==> src/rtl/imm_ext_stage_pkg.sv <==
// rtl/imm_ext_stage_pkg.sv - shared op codes and default widths for the immediate-extension stage
package imm_ext_stage_pkg;

    localparam int DATA_W_DEF = 32;
    localparam int IMM_W_DEF  = 16;
    localparam int JIDX_W_DEF = 26;
    localparam int OP_W_DEF   = 3;
    localparam int TAG_W_DEF  = 5;

    // Codes 0..2 keep their legacy values; 5..7 are undefined and flag an error.
    typedef enum logic [2:0] {
        EXT_ZERO    = 3'd0,
        EXT_SIGNED  = 3'd1,
        EXT_HIGHPOS = 3'd2,
        EXT_BRANCH  = 3'd3,
        EXT_JUMP    = 3'd4
    } ext_op_e;

endpackage

==> src/rtl/imm_ext_stage_ext_core.sv <==
// rtl/imm_ext_stage_ext_core.sv - combinational op to extended-immediate mapping
// Ports: op (extension code), imm (jump index, low IMM_W bits are the I-type immediate),
//        pc4 (PC+4, jump mode), result (extended value), err (undefined op)
module ext_core
    import imm_ext_stage_pkg::*;
#(
    parameter int DATA_W = DATA_W_DEF,
    parameter int IMM_W  = IMM_W_DEF,
    parameter int JIDX_W = JIDX_W_DEF,
    parameter int OP_W   = OP_W_DEF
) (
    input  logic [OP_W-1:0]   op,
    input  logic [JIDX_W-1:0] imm,
    input  logic [DATA_W-1:0] pc4,
    output logic [DATA_W-1:0] result,
    output logic              err
);

    // Upper PC bits kept in jump mode; written as a mask so DATA_W == JIDX_W+2 also works.
    localparam logic [DATA_W-1:0] JUMP_HI_MASK = ~((DATA_W'(1) << (JIDX_W + 2)) - DATA_W'(1));

    logic [IMM_W-1:0]  imm16;
    logic [DATA_W-1:0] sext;
    logic [DATA_W-1:0] idx_wide;

    assign imm16    = imm[IMM_W-1:0];
    assign sext     = {{(DATA_W-IMM_W){imm16[IMM_W-1]}}, imm16};
    assign idx_wide = {{(DATA_W-JIDX_W){1'b0}}, imm};

    always_comb begin
        result = '0;
        err    = 1'b0;
        case (op)
            EXT_ZERO:    result = {{(DATA_W-IMM_W){1'b0}}, imm16};
            EXT_SIGNED:  result = sext;
            EXT_HIGHPOS: result = {imm16, {(DATA_W-IMM_W){1'b0}}};
            EXT_BRANCH:  result = sext << 2;
            EXT_JUMP:    result = (pc4 & JUMP_HI_MASK) | (idx_wide << 2);
            default:     err    = 1'b1;
        endcase
    end

endmodule

==> src/rtl/imm_ext_stage.sv <==
// rtl/imm_ext_stage.sv - registered immediate extension with 2-entry skid buffer and flush
// Ports: clk, rstn (async active-low), flush; in_valid/in_ready/in_op/in_imm/in_pc4/in_tag (decode side);
//        out_valid/out_ready/out_imm/out_tag/out_err (execute side, zeroed when out_valid=0)
module imm_ext_stage
    import imm_ext_stage_pkg::*;
#(
    parameter int DATA_W = DATA_W_DEF,
    parameter int IMM_W  = IMM_W_DEF,
    parameter int JIDX_W = JIDX_W_DEF,
    parameter int OP_W   = OP_W_DEF,
    parameter int TAG_W  = TAG_W_DEF
) (
    input  logic              clk,
    input  logic              rstn,
    input  logic              flush,
    input  logic              in_valid,
    output logic              in_ready,
    input  logic [OP_W-1:0]   in_op,
    input  logic [JIDX_W-1:0] in_imm,
    input  logic [DATA_W-1:0] in_pc4,
    input  logic [TAG_W-1:0]  in_tag,
    output logic              out_valid,
    input  logic              out_ready,
    output logic [DATA_W-1:0] out_imm,
    output logic [TAG_W-1:0]  out_tag,
    output logic              out_err
);

    logic [1:0]        count;
    logic [DATA_W-1:0] head_imm, tail_imm;
    logic [TAG_W-1:0]  head_tag, tail_tag;
    logic              head_err, tail_err;

    logic [DATA_W-1:0] ext_imm;
    logic              ext_err;
    logic              push, pop;

    ext_core #(
        .DATA_W (DATA_W),
        .IMM_W  (IMM_W),
        .JIDX_W (JIDX_W),
        .OP_W   (OP_W)
    ) u_ext_core (
        .op     (in_op),
        .imm    (in_imm),
        .pc4    (in_pc4),
        .result (ext_imm),
        .err    (ext_err)
    );

    // Both flags come from the registered count only, so in_ready never depends on out_ready.
    assign in_ready  = (count != 2'd2);
    assign out_valid = (count != 2'd0);

    assign push = in_valid & in_ready & ~flush;
    assign pop  = out_valid & out_ready;

    always_ff @(posedge clk or negedge rstn) begin
        if (!rstn) begin
            count    <= 2'd0;
            head_imm <= '0;
            head_tag <= '0;
            head_err <= 1'b0;
            tail_imm <= '0;
            tail_tag <= '0;
            tail_err <= 1'b0;
        end else if (flush) begin
            count <= 2'd0;
        end else begin
            case ({push, pop})
                2'b10: begin
                    if (count == 2'd0) begin
                        head_imm <= ext_imm;
                        head_tag <= in_tag;
                        head_err <= ext_err;
                    end else begin
                        tail_imm <= ext_imm;
                        tail_tag <= in_tag;
                        tail_err <= ext_err;
                    end
                    count <= count + 2'd1;
                end
                2'b01: begin
                    head_imm <= tail_imm;
                    head_tag <= tail_tag;
                    head_err <= tail_err;
                    count    <= count - 2'd1;
                end
                // Push and pop together only happens at count=1: the new entry replaces the head.
                2'b11: begin
                    head_imm <= ext_imm;
                    head_tag <= in_tag;
                    head_err <= ext_err;
                end
                default: ;
            endcase
        end
    end

    assign out_imm = out_valid ? head_imm : '0;
    assign out_tag = out_valid ? head_tag : '0;
    assign out_err = out_valid & head_err;

endmodule

==> config.mk <==
export PLATFORM = sky130hd
export DESIGN_NAME = imm_ext_stage
export DESIGN_NICKNAME = d
export VERILOG_FILES = /design/src/rtl/imm_ext_stage_pkg.sv /design/src/rtl/imm_ext_stage_ext_core.sv /design/src/rtl/imm_ext_stage.sv
export SDC_FILE = /design/constraint.sdc
export NUM_CORES = 1
export LEC_CHECK = 0
export ABC_CLOCK_PERIOD_IN_PS = 2070
export CAP_MARGIN = 20
export CORE_UTILIZATION = 49
export CTS_CLUSTER_DIAMETER = 100
export CTS_CLUSTER_SIZE = 10
export DETAILED_ROUTE_END_ITERATION = 8
export PLACE_DENSITY = 0.78
export SLEW_MARGIN = 15
export SYNTH_ARGS = -nofsm -noshare
export SYNTH_HDL_FRONTEND = slang
export SYNTH_SLANG_ARGS = --single-unit
==> constraint.sdc <==
create_clock -name clk -period 2.07 [get_ports clk]
set_input_delay 0.5175 -clock clk [delete_from_list [all_inputs] [get_ports clk]]
set_output_delay 0.5175 -clock clk [all_outputs]
set_load 0.02 [all_outputs]
# Yosys cells after proc, flatten, opt, wreduce, memory -nomap -nowiden
# Cells that the tools add are included.
totals:
  out_inout_bits: 40
  ff_bits: 78
  inputBits: 71
op_classes:
  n_eq_ne: 9
  bitwise_logic: 7
  muxes: 12
  reduce_logical: 8
  n_addsub: 2
ops:
  columns: ["op", "count"]
  rows:
  - ["one-hot mux 32 bit (5 select lines)", 1]
  - ["one-hot mux 32 bit (3 select lines)", 1]
  - ["2-to-1 mux 32 bit", 2]
  - ["OR 32 x 28 -> 32 bit", 1]
  - ["one-hot mux 5 bit (3 select lines)", 1]
  - ["2-to-1 mux 5 bit", 2]
  - ["== test 3 x 2 -> 1 bit (second input constant)", 2]
  - ["AND reduction 3 bit", 2]
  - ["nonzero test 3 bit", 2]
  - ["OR reduction 5 bit", 1]
  - ["bitwise AND 1 bit", 4]
  - ["== test 2 bit (second input constant)", 2]
  - ["!= test 2 bit (second input constant)", 2]
  - ["one-hot mux 2 bit (2 select lines)", 1]
  - ["== test 3 x 1 -> 1 bit (second input constant)", 1]
  - ["== test 3 bit (second input constant)", 1]
  - ["logical NOT 3 bit", 1]
  - ["one-hot mux 1 bit (3 select lines)", 1]
  - ["adder 2 x 1 -> 2 bit (second input constant)", 1]
  - ["== test 2 x 1 -> 1 bit (second input constant)", 1]
  - ["logical NOT 2 bit", 1]
  - ["2-to-1 mux 1 bit", 2]
  - ["2-to-1 mux 2 bit", 1]
  - ["inverter 1 bit", 2]
  - ["2 further kinds", 2]

# Logic depth before layout (Yosys ltp)
# Gate-level depths: netlist (run 1).
logic_depth:
  depth_word: 6
  ltp_mapped: 7

# Cells and area by module
# A second synthesis (run 1) with hierarchy kept.
unflattened:
  cells_unflattened: 489
  hier_area_um2: 4809.6
modules_own_cells:
  columns: ["module", "area_per_inst_um2", "instances", "cells_each"]
  rows:
  - ["imm_ext_stage", 3931.3, 1, 372]
  - ["ext_core", 878.3, 1, 117]

# Worst setup path after synthesis (run 1)
# Ideal clock, no wire load.
synth_path:
  path_type: "reg2out"
  start: "register count[0]"
  end: "output out_imm[16]"
  stages_incl_launch_ff: 6
  setup_slack_ns: 0.317
  t_arrival_ns: 1.236
  path_cell_list: "dfrtp_1 nor2_1 inv_1 clkbuf_1 clkbuf_1 and2_1"
synth_between:
  elab_chain_cells: 2
synth_lines:
  columns: ["item", "line_no", "text"]
  rows:
  - ["from (decl)", "imm_ext_stage.sv:29", "logic [1:0] count;"]
  - ["from (signal assigned)", "imm_ext_stage.sv:81", "count <= count + 2'd1;"]
  - ["from (signal assigned)", "imm_ext_stage.sv:87", "count <= count - 2'd1;"]
  - ["nonzero test 2 bit", "imm_ext_stage.sv:53", "assign out_valid = (count != 2'd0);"]
  - ["2-to-1 mux 32 bit", "imm_ext_stage.sv:100", "assign out_imm = out_valid ? head_imm : '0;"]
  - ["to (decl)", "imm_ext_stage.sv:24", "output logic [DATA_W-1:0] out_imm,"]
# Every way passes these cells.

# Final worst setup path (run 1)
layout_path:
  start: "register count[1]"
  end: "output out_imm[30]"
# Same word-level chain as after synthesis.

==> results.cfg, run 1 <==
[final_layout]
drive_gt1_share_pct = 19.65
syn_to_final_growth_pct = 27.85
fin_nets = 641
n_antenna_cell = 0
layout_common_cells = dfrtp_1 (78), nand2_1 (60), nor2_1 (46), o21ai_0 (46), clkdlybuf4s50_1 (41)
final_common_cell = dfrtp_1

[die]
die_y_um = 94.05
die_area_mm2 = 0.008844
num_io_pins = 111
coreArea_mm2 = 0.008217
initial_core_util_pct = 50.53
core.rowCount = 33
die_w_um = 94.05

[detailed_routing]
num_vias = 3841
avgRoutedWirePerCell_um = 16.18
drc = 0
dr.pass1.iters = 4
antenna_left = 0
drt_iter0_markers = 197
via_per_inst = 5.649
drt-total-wl_um = 11000

[synth]
yosys_warnings = 0
yosys_most_used_dff = dfrtp_1
syn_avg_cell_area_um2 = 8.703
synthCells = 477
synth_fp_nets = 548
async_flop_share_pct = 100.0
ys_seq_elements = 78
seq_area_frac_synth_pct = 47.02
synth_edf_count = 0
ys_types = 34
synth_area_mm2 = 0.004151

[pwr]
peakVddDrop_v = 0.0003929
leakage_nw = 2.378
power-per-cell-area_mw_per_mm2 = 776.5

[timing]
setup_ws_ns = 0.08952
finalCritPeriodShare_pct = 95.68
fin_skew_ns = 0.009301
grt_setup_unrepaired = false
period_minus_slack_ns = 1.980
fmax_mhz = 504.9
hold_ws_ns = 0.1226
hold_viol = 0
tightest_slew_ns = 0.5276
max_slew_margin_pct = 64.83
maxSlewViolCount = 0
setup_viol = 0

[global_routing]
grt_max_degree = 69
grt_pass1_vias = 3669
grt_first_pass_wirelength_um = 17950
grt_use_met3_pct = 4.045
met2_usage_pct = 45.74
gr-max-usage-layer = met2
globalRouteTotalUtil_pct = 26.62
use_met1_pct = 34.46
antenna_found_initial = 0
grt_overflow = 0

[clocking]
cts_buffers = 9
clock-sinks = 78
h-tree-depth = 3
clkTransAtPathRegs_ns = 0.08
cts_buffer_depth = 2
insertion_delay_ns = 0.36
root_buffer = clkbuf_8
cts_tree = done
hold_buffers = 0

[min_path]
hold_path.class = input port to async pin

[worst_setup_path]
critPathKind = register to output pin
critical_path.max_fanout = 40
cp-start-kind = register
critPathCaptureType = output pin
critPathLaunch = count[1]
cp.required_ns = 1.55
crit_arrival_ns = 1.46
critical-path-max-stage-delay_ns = 0.39
cp_slowest_cell = dfrtp_1
rr_startpoint = count[0]
path_cells = nor2_2 -> inv_1 -> buf_12 -> and2_1 -> buf_2

[placed_design]
routabilityCongestion = 0.8959
place_ws_ns = -0.2390
dp_hpwl_um = 7546
port_buffers = 82

[flow_run]
drv_cap = 0

[outcome]
outcome = complete, no violations
-- layer usage --
metal  up-vias  share of wire (%)
met2       104                 49
met5         -                  0
met3        15                4.1
li1       1849                  -
met1      1873                 45
met4         0                1.7
-- critical path, delay by kind of cell, from the launching register on --
family	cells	cell delay, ns
buffers and inverters	3	0.41
and+or+nand+nor	2	0.30
DFF	1	0.39
-- area by class of cell --
type | count | area, um^2
clock buffers | 9 | 123.9
clock inverters | 7 | 55.05
fillers | 717 | 2909
inverters | 3 | 11.26
multi-input cells | 356 | 2008
flip-flops and latches | 78 | 1952
well taps | 105 | 131.4
repair buffers | 122 | 1026
-- flip-flops by register name (all words and copies together) (netlist names) --
signal,flops
tail_err,1
head_err,1
tail_tag,5
tail_imm,32
head_tag,5
count,2
head_imm,32
-- where the power goes --
group	total, mW	internal [mW]	leakage [nW]	switching (mW)
clock network	1.06	0.447	0.0866	0.611
registers	2.01	1.84	0.971	0.171
logic	1.06	0.465	1.32	0.591
-- repair_timing --
action	CTS	global route
resized for setup	121	36
gates cloned	0	0
setup endpoints to repair	40	44
pin swaps	0	1
setup buffers	0	1
-- path summary, 6_finish.rpt --
| kind | end | slack, ns | depth (start not counted) |
|---|---|---|---|
| min in group clk | tail_imm[14] | 0.49 | 2 |
| min | count[1] | 0.12 | 1 |
| min reg2reg | tail_imm[14] | 0.49 | 2 |
| max | out_imm[30] | 0.09 | 5 |
| max in group asynchronous | tail_imm[25] | 1.35 | 2 |
| max reg2reg | head_tag[2] | 0.18 | 8 |
-- per-stage QoR --
stage                     util [%]  power, mW  setup TNS [ns]  std cells  cell area (um^2)
after floorplan                  -      2.638               0        477              4151
after global placement       64.55      3.116          -6.498        663              5304
after detailed placement     64.55      3.168          -9.051        663              5304
after CTS                    67.00      4.180               0        679              5505
after global routing         64.60      4.345               0        680              5308
final                        64.60      4.121               0        680              5308
-- Yosys cell counts (5+ instances only) --
library cell,number,area [um^2]
buf_4,5,37.54
nand3_1,7,35.03
nor3_2,11,110.1
a2bb2oi_1,12,105.1
a21oi_1,24,120.1
a31oi_1,13,81.33
a211oi_1,28,210.2
nand2b_1,18,112.6
nor2_1,47,176.4
o21ai_0,46,230.2
a21boi_0,10,75.07
and2_1,38,237.7
nor3_1,19,95.09
buf_2,10,50.05
nand2_1,60,225.2
dfrtp_1,78,1952
clkbuf_1,23,86.33
-- kinds of logic (layout without fill, tap and decap cells) --
logic type      Yosys count  in the layout  synth area share, %
mux                       1              1               0.2411
compound gates          141            141                21.37
buf+inv                  43            141                5.003
flops                    78             78                47.02
simple gates            214            214                26.37
(Power assumes the default switching activity.)
==> inputs of run 2 (changes only) <==
- PLACE_DENSITY: 0.78 -> 0.81
==> run 2 against run 1 <==
Effect of this change:
- utilization down 0.17 points
- fmax about the same
- critical path type unchanged
- sequential power hardly changed
- clock power up 13%
- first-iteration DRC count down 11%
- design area is 0.26% lower
- clock-buffer cell count up 1
- die area is the same
- cell count down 0.29%
- total power rose by 3.1%
- global-route usage up 0.29 points
- clock skew down 0.0023 ns
==> results.cfg, run 2 (same netlist as run 1, synthesis figures left out) <==
[worst_setup_path]
critical-path-max-stage-delay_ns = 0.39
path_cells = nor2_2 -> inv_2 -> buf_12 -> dlygate4sd2_1
crit_arrival_ns = 1.46
crit_buf_inv = 3
critPathCaptureType = output pin
cp.required_ns = 1.55
cp_slowest_cell = dfrtp_1
path_delay_family = buffers and inverters
critical_path.max_fanout = 26
cp-start-kind = register
critPathKind = register to output pin

[final_layout]
layout_common_cells = dfrtp_1 (78), nand2_1 (60), nor2_1 (46), o21ai_0 (46), clkdlybuf4s50_1 (41)
n_antenna_cell = 0
reg_top3 = head_imm x32, tail_imm x32
drive_gt1_share_pct = 19.37
syn_to_final_growth_pct = 27.52
final_common_cell = dfrtp_1
fin_nets = 639
fin_util_pct = 64.43
stdcell_count = 678

[clocking]
insertion_delay_ns = 0.36
cts_buffers = 9
cts_buffer_depth = 2
hold_buffers = 0
clock-sinks = 78
post_cts_buffers = 0
cts_tree = done
h-tree-depth = 3
clkTransAtPathRegs_ns = 0.08
root_buffer = clkbuf_8

[pwr]
peakVddDrop_v = 0.0003894
leakage_nw = 2.377
total_power_mw = 4.250
p_clk_share_pct = 28.3
power-per-cell-area_mw_per_mm2 = 802.8
netSwitchingFraction_pct = 32.04
pwr-share-seq_pct = 47.2
p_comb_share_pct = 24.5
p_int_mw = 2.888
p_sw_mw = 1.362

[timing]
fin_skew_ns = 0.007001
setup_tns_ns = 0
setup_viol = 0
finalCritPeriodShare_pct = 95.74
max_slew_margin_pct = 71.73
tightest_slew_ns = 0.4222
hold_viol = 0
setup_ws_ns = 0.08815
fmax_mhz = 504.6
maxSlewViolCount = 0
period_minus_slack_ns = 1.982
grt_setup_unrepaired = false

[die]
initial_core_util_pct = 50.53
core.rowCount = 33
die_w_um = 94.05
num_io_pins = 111
die_y_um = 94.05
die_area_mm2 = 0.008844
coreArea_mm2 = 0.008217

[placed_design]
place_inst = 662
port_buffers = 82
dp_hpwl_um = 7821
routabilityCongestion = 0.9388
place_ws_ns = -0.3525

[detailed_routing]
drt_iter0_markers = 176
avgRoutedWirePerCell_um = 16.27
num_vias = 3880
antenna_left = 0
drc = 0
via_per_inst = 5.723
dr.pass1.iters = 4
drt-total-wl_um = 11030

[global_routing]
grt_first_pass_wirelength_um = 17960
grt_overflow = 0
grt_max_degree = 69
antenna_found_initial = 0
grt_pass1_vias = 3665
globalRouteTotalUtil_pct = 26.91

[flow_run]
drv_cap = 0

[min_path]
hold_path.class = input port to async pin

[outcome]
outcome = complete, no violations
==> run 2: what timing repair did <==
action,CTS,global route
resized for setup,128,30
pin swaps,1,1
gates cloned,0,0
endpoints found under the setup margin,40,38
==> run 2: power by group through the flow <==
stage                     Clock (mW)  Combinational [mW]  Sequential [mW]
after floorplan                    0               0.657             1.98
after global placement             0                1.09             2.01
after detailed placement           0                1.12             2.04
after CTS                       1.22                1.09             2.01
after global routing            1.30                1.15             2.04
final                           1.20                1.04             2.01
==> run 2: area by class of cell <==
| class | instances | area [um^2] |
|---|---|---|
| clock buffers | 10 | 137.6 |
| clock inverters | 6 | 68.82 |
| fillers | 720 | 2923 |
| inverters | 3 | 11.26 |
| multi-input cells | 356 | 2003 |
| flip-flops and latches | 78 | 1952 |
| well taps | 105 | 131.4 |
| repair buffers | 120 | 989.7 |
==> run 2: final timing paths <==
path	slack [ns]	to	start	depth (start not counted)
max	0.09	out_valid	count[0]	4
min	0.08	count[1]	rstn	1
max reg2reg	0.16	head_imm[4]	count[0]	6
min reg2reg	0.48	tail_tag[2]	tail_tag[2]	2
max in group asynchronous	1.40	head_imm[23]	rstn	2
min in group clk	0.48	tail_tag[2]	tail_tag[2]	2
==> run 2: metrics by stage <==
stage                     hold slack, ns  area (um^2)
final                            0.08350         5294
after global routing             0.09911         5294
after CTS                        0.09131         5473
after detailed placement          0.4638         5271
after global placement            0.4571         5271
after floorplan                   0.2219         4151
==> run 2: layer usage <==
metal	vias to the layer above	share of wire, %	GRT usage [%]
met3	16	6.3	3.479
met1	1892	43	35.26
met4	0	1.8	11.67
li1	1839	-	-
met2	133	49	44.65
met5	-	0	0
==> run 2: worst register-to-register path: cells and delay by family, from the launching register on <==
kind            cells  cell delay (ns)
buf+inv             2             0.41
simple gates        2             0.68
flops               1             0.39
compound gates      2             0.31
==> inputs of run 3 (changes only) <==
- CELL_PAD_IN_SITES_DETAIL_PLACEMENT: default -> 2
- CELL_PAD_IN_SITES_GLOBAL_PLACEMENT: default -> 2
- CORE_UTILIZATION: 49 -> 28
- PLACE_DENSITY: 0.81 -> default
- PLACE_DENSITY_LB_ADDON: default -> 0.1
- SKIP_CTS_REPAIR_TIMING: default -> 1
- SLEW_MARGIN: 15 -> default
==> run 3 against run 2 <==
Effect of this change:
- clock-buffer cell count increased by 1
- register-to-register slack is essentially flat
- first-iteration DRC count shrank 22%
- utilization is 24 points lower
- wire length increased by 33%
- clock skew is 0.0023 ns lower
==> results.cfg, run 3 (same netlist as run 1, synthesis figures left out) <==
[detailed_routing]
num_vias = 3942
via_per_inst = 5.173
antenna_left = 0
avgRoutedWirePerCell_um = 19.23
drt_iter0_markers = 138
dr.pass1.iters = 4
drt-total-wl_um = 14660
drc = 0

[die]
die_w_um = 123.8
coreArea_mm2 = 0.01448
core.rowCount = 44
num_io_pins = 111
die_area_mm2 = 0.01532
die_y_um = 123.8
initial_core_util_pct = 28.67

[final_layout]
final_common_cell = dfrtp_1
design_area_mm2 = 0.005796
syn_to_final_growth_pct = 39.60
n_antenna_cell = 0
drive_gt1_share_pct = 16.26
reg_top3 = head_imm x32, tail_imm x32
layout_common_cells = dfrtp_1 (78), nand2_1 (60), o21ai_0 (46)
fin_nets = 645

[clocking]
cts_buffer_depth = 2
root_buffer = clkbuf_16
insertion_delay_ns = 0.34
clock-sinks = 78
cts_tree = done
cts_buffers = 9
h-tree-depth = 3
clkTransAtPathRegs_ns = 0.06

[global_routing]
grt_pass1_vias = 4287
grt_first_pass_wirelength_um = 23540
grt_overflow = 0
globalRouteTotalUtil_pct = 20.78
antenna_found_initial = 0
gr-max-usage-layer = met2
use_met1_pct = 27.02
met2_usage_pct = 34.58
grt_use_met3_pct = 3.022
grt_max_degree = 39

[placed_design]
dp_hpwl_um = 10510
port_buffers = 82
placed_cell_area_mm2 = 0.005488
place_ws_ns = -0.3426
routabilityCongestion = 0.8320

[worst_setup_path]
critPathKind = input port to register
cp.required_ns = 2.29
critical_path.max_fanout = 20
cp-start-kind = input port
critPathCaptureType = register
crit_arrival_ns = 2.24

[pwr]
leakage_nw = 2.845
power-per-cell-area_mw_per_mm2 = 799.1
peakVddDrop_v = 0.0003633

[timing]
finalCritPeriodShare_pct = 97.70
setup_viol = 0
hold_ws_ns = 0.09152
fmax_mhz = 494.5
tightest_slew_ns = 0.3863
fin_skew_ns = 0.004729
maxSlewViolCount = 0
period_minus_slack_ns = 2.022
hold_viol = 0
setup_ws_ns = 0.04756
max_slew_margin_pct = 74.25

[min_path]
hold_path.class = input port to async pin

[flow_run]
drv_cap = 0

[outcome]
outcome = complete, no violations
==> run 3: report_power, final <==
part / internal, mW / switching, mW / leakage (nW)
sequential: 1.84 / 0.182 / 0.971
combinational: 0.525 / 0.639 / 1.75
clock: 0.802 / 0.643 / 0.121
total: 3.17 / 1.46 / 2.84
==> run 3: path summary, 6_finish.rpt <==
check                          from      endpoint  slack [ns]  cells past startpoint
min in group clk           tail_err      tail_err        0.48                      2
setup reg to reg           count[0]  head_imm[23]        0.16                      6
hold / removal                 rstn      count[0]        0.09                      1
setup / recovery           in_valid  head_imm[18]        0.05                      6
max in group asynchronous      rstn  head_imm[20]        1.40                      2
hold reg to reg            tail_err      tail_err        0.48                      2
==> run 3: layout make-up <==
type	instances	area, um^2
inverters	3	11.26
multi-input cells	356	2042
flip-flops and latches	78	1952
clock buffers	11	232.7
fillers	1621	8683
well taps	184	230.2
repair buffers	126	1303
clock inverters	4	25.02
==> run 3: per-stage QoR <==
stage | instances | setup TNS (ns) | util, % | total power, mW
floorplan | 477 | 0 | - | 2.638
global placement | 747 | -10.86 | 37.90 | 3.191
detailed placement | 747 | -14.16 | 37.90 | 3.260
CTS | 762 | -11.53 | 39.68 | 4.735
global route | 762 | -0.01950 | 40.03 | 4.919
finish | 762 | 0 | 40.03 | 4.631
==> run 3: layer usage <==
| metal | up-vias | routed length [um] |
|---|---|---|
| met5 | - | 0 |
| met1 | 1990 | 6627 |
| li1 | 1853 | - |
| met3 | 20 | 517 |
| met2 | 79 | 7204 |
| met4 | 0 | 307 |
==> run 3: worst max-delay path, cell delays in order <==
cell and delay, ns:
clkdlybuf4s50_1 0.49, or3b_4 0.42, a21o_1 0.24, buf_4 0.24
nor3_1 0.23, a211oi_1 0.08
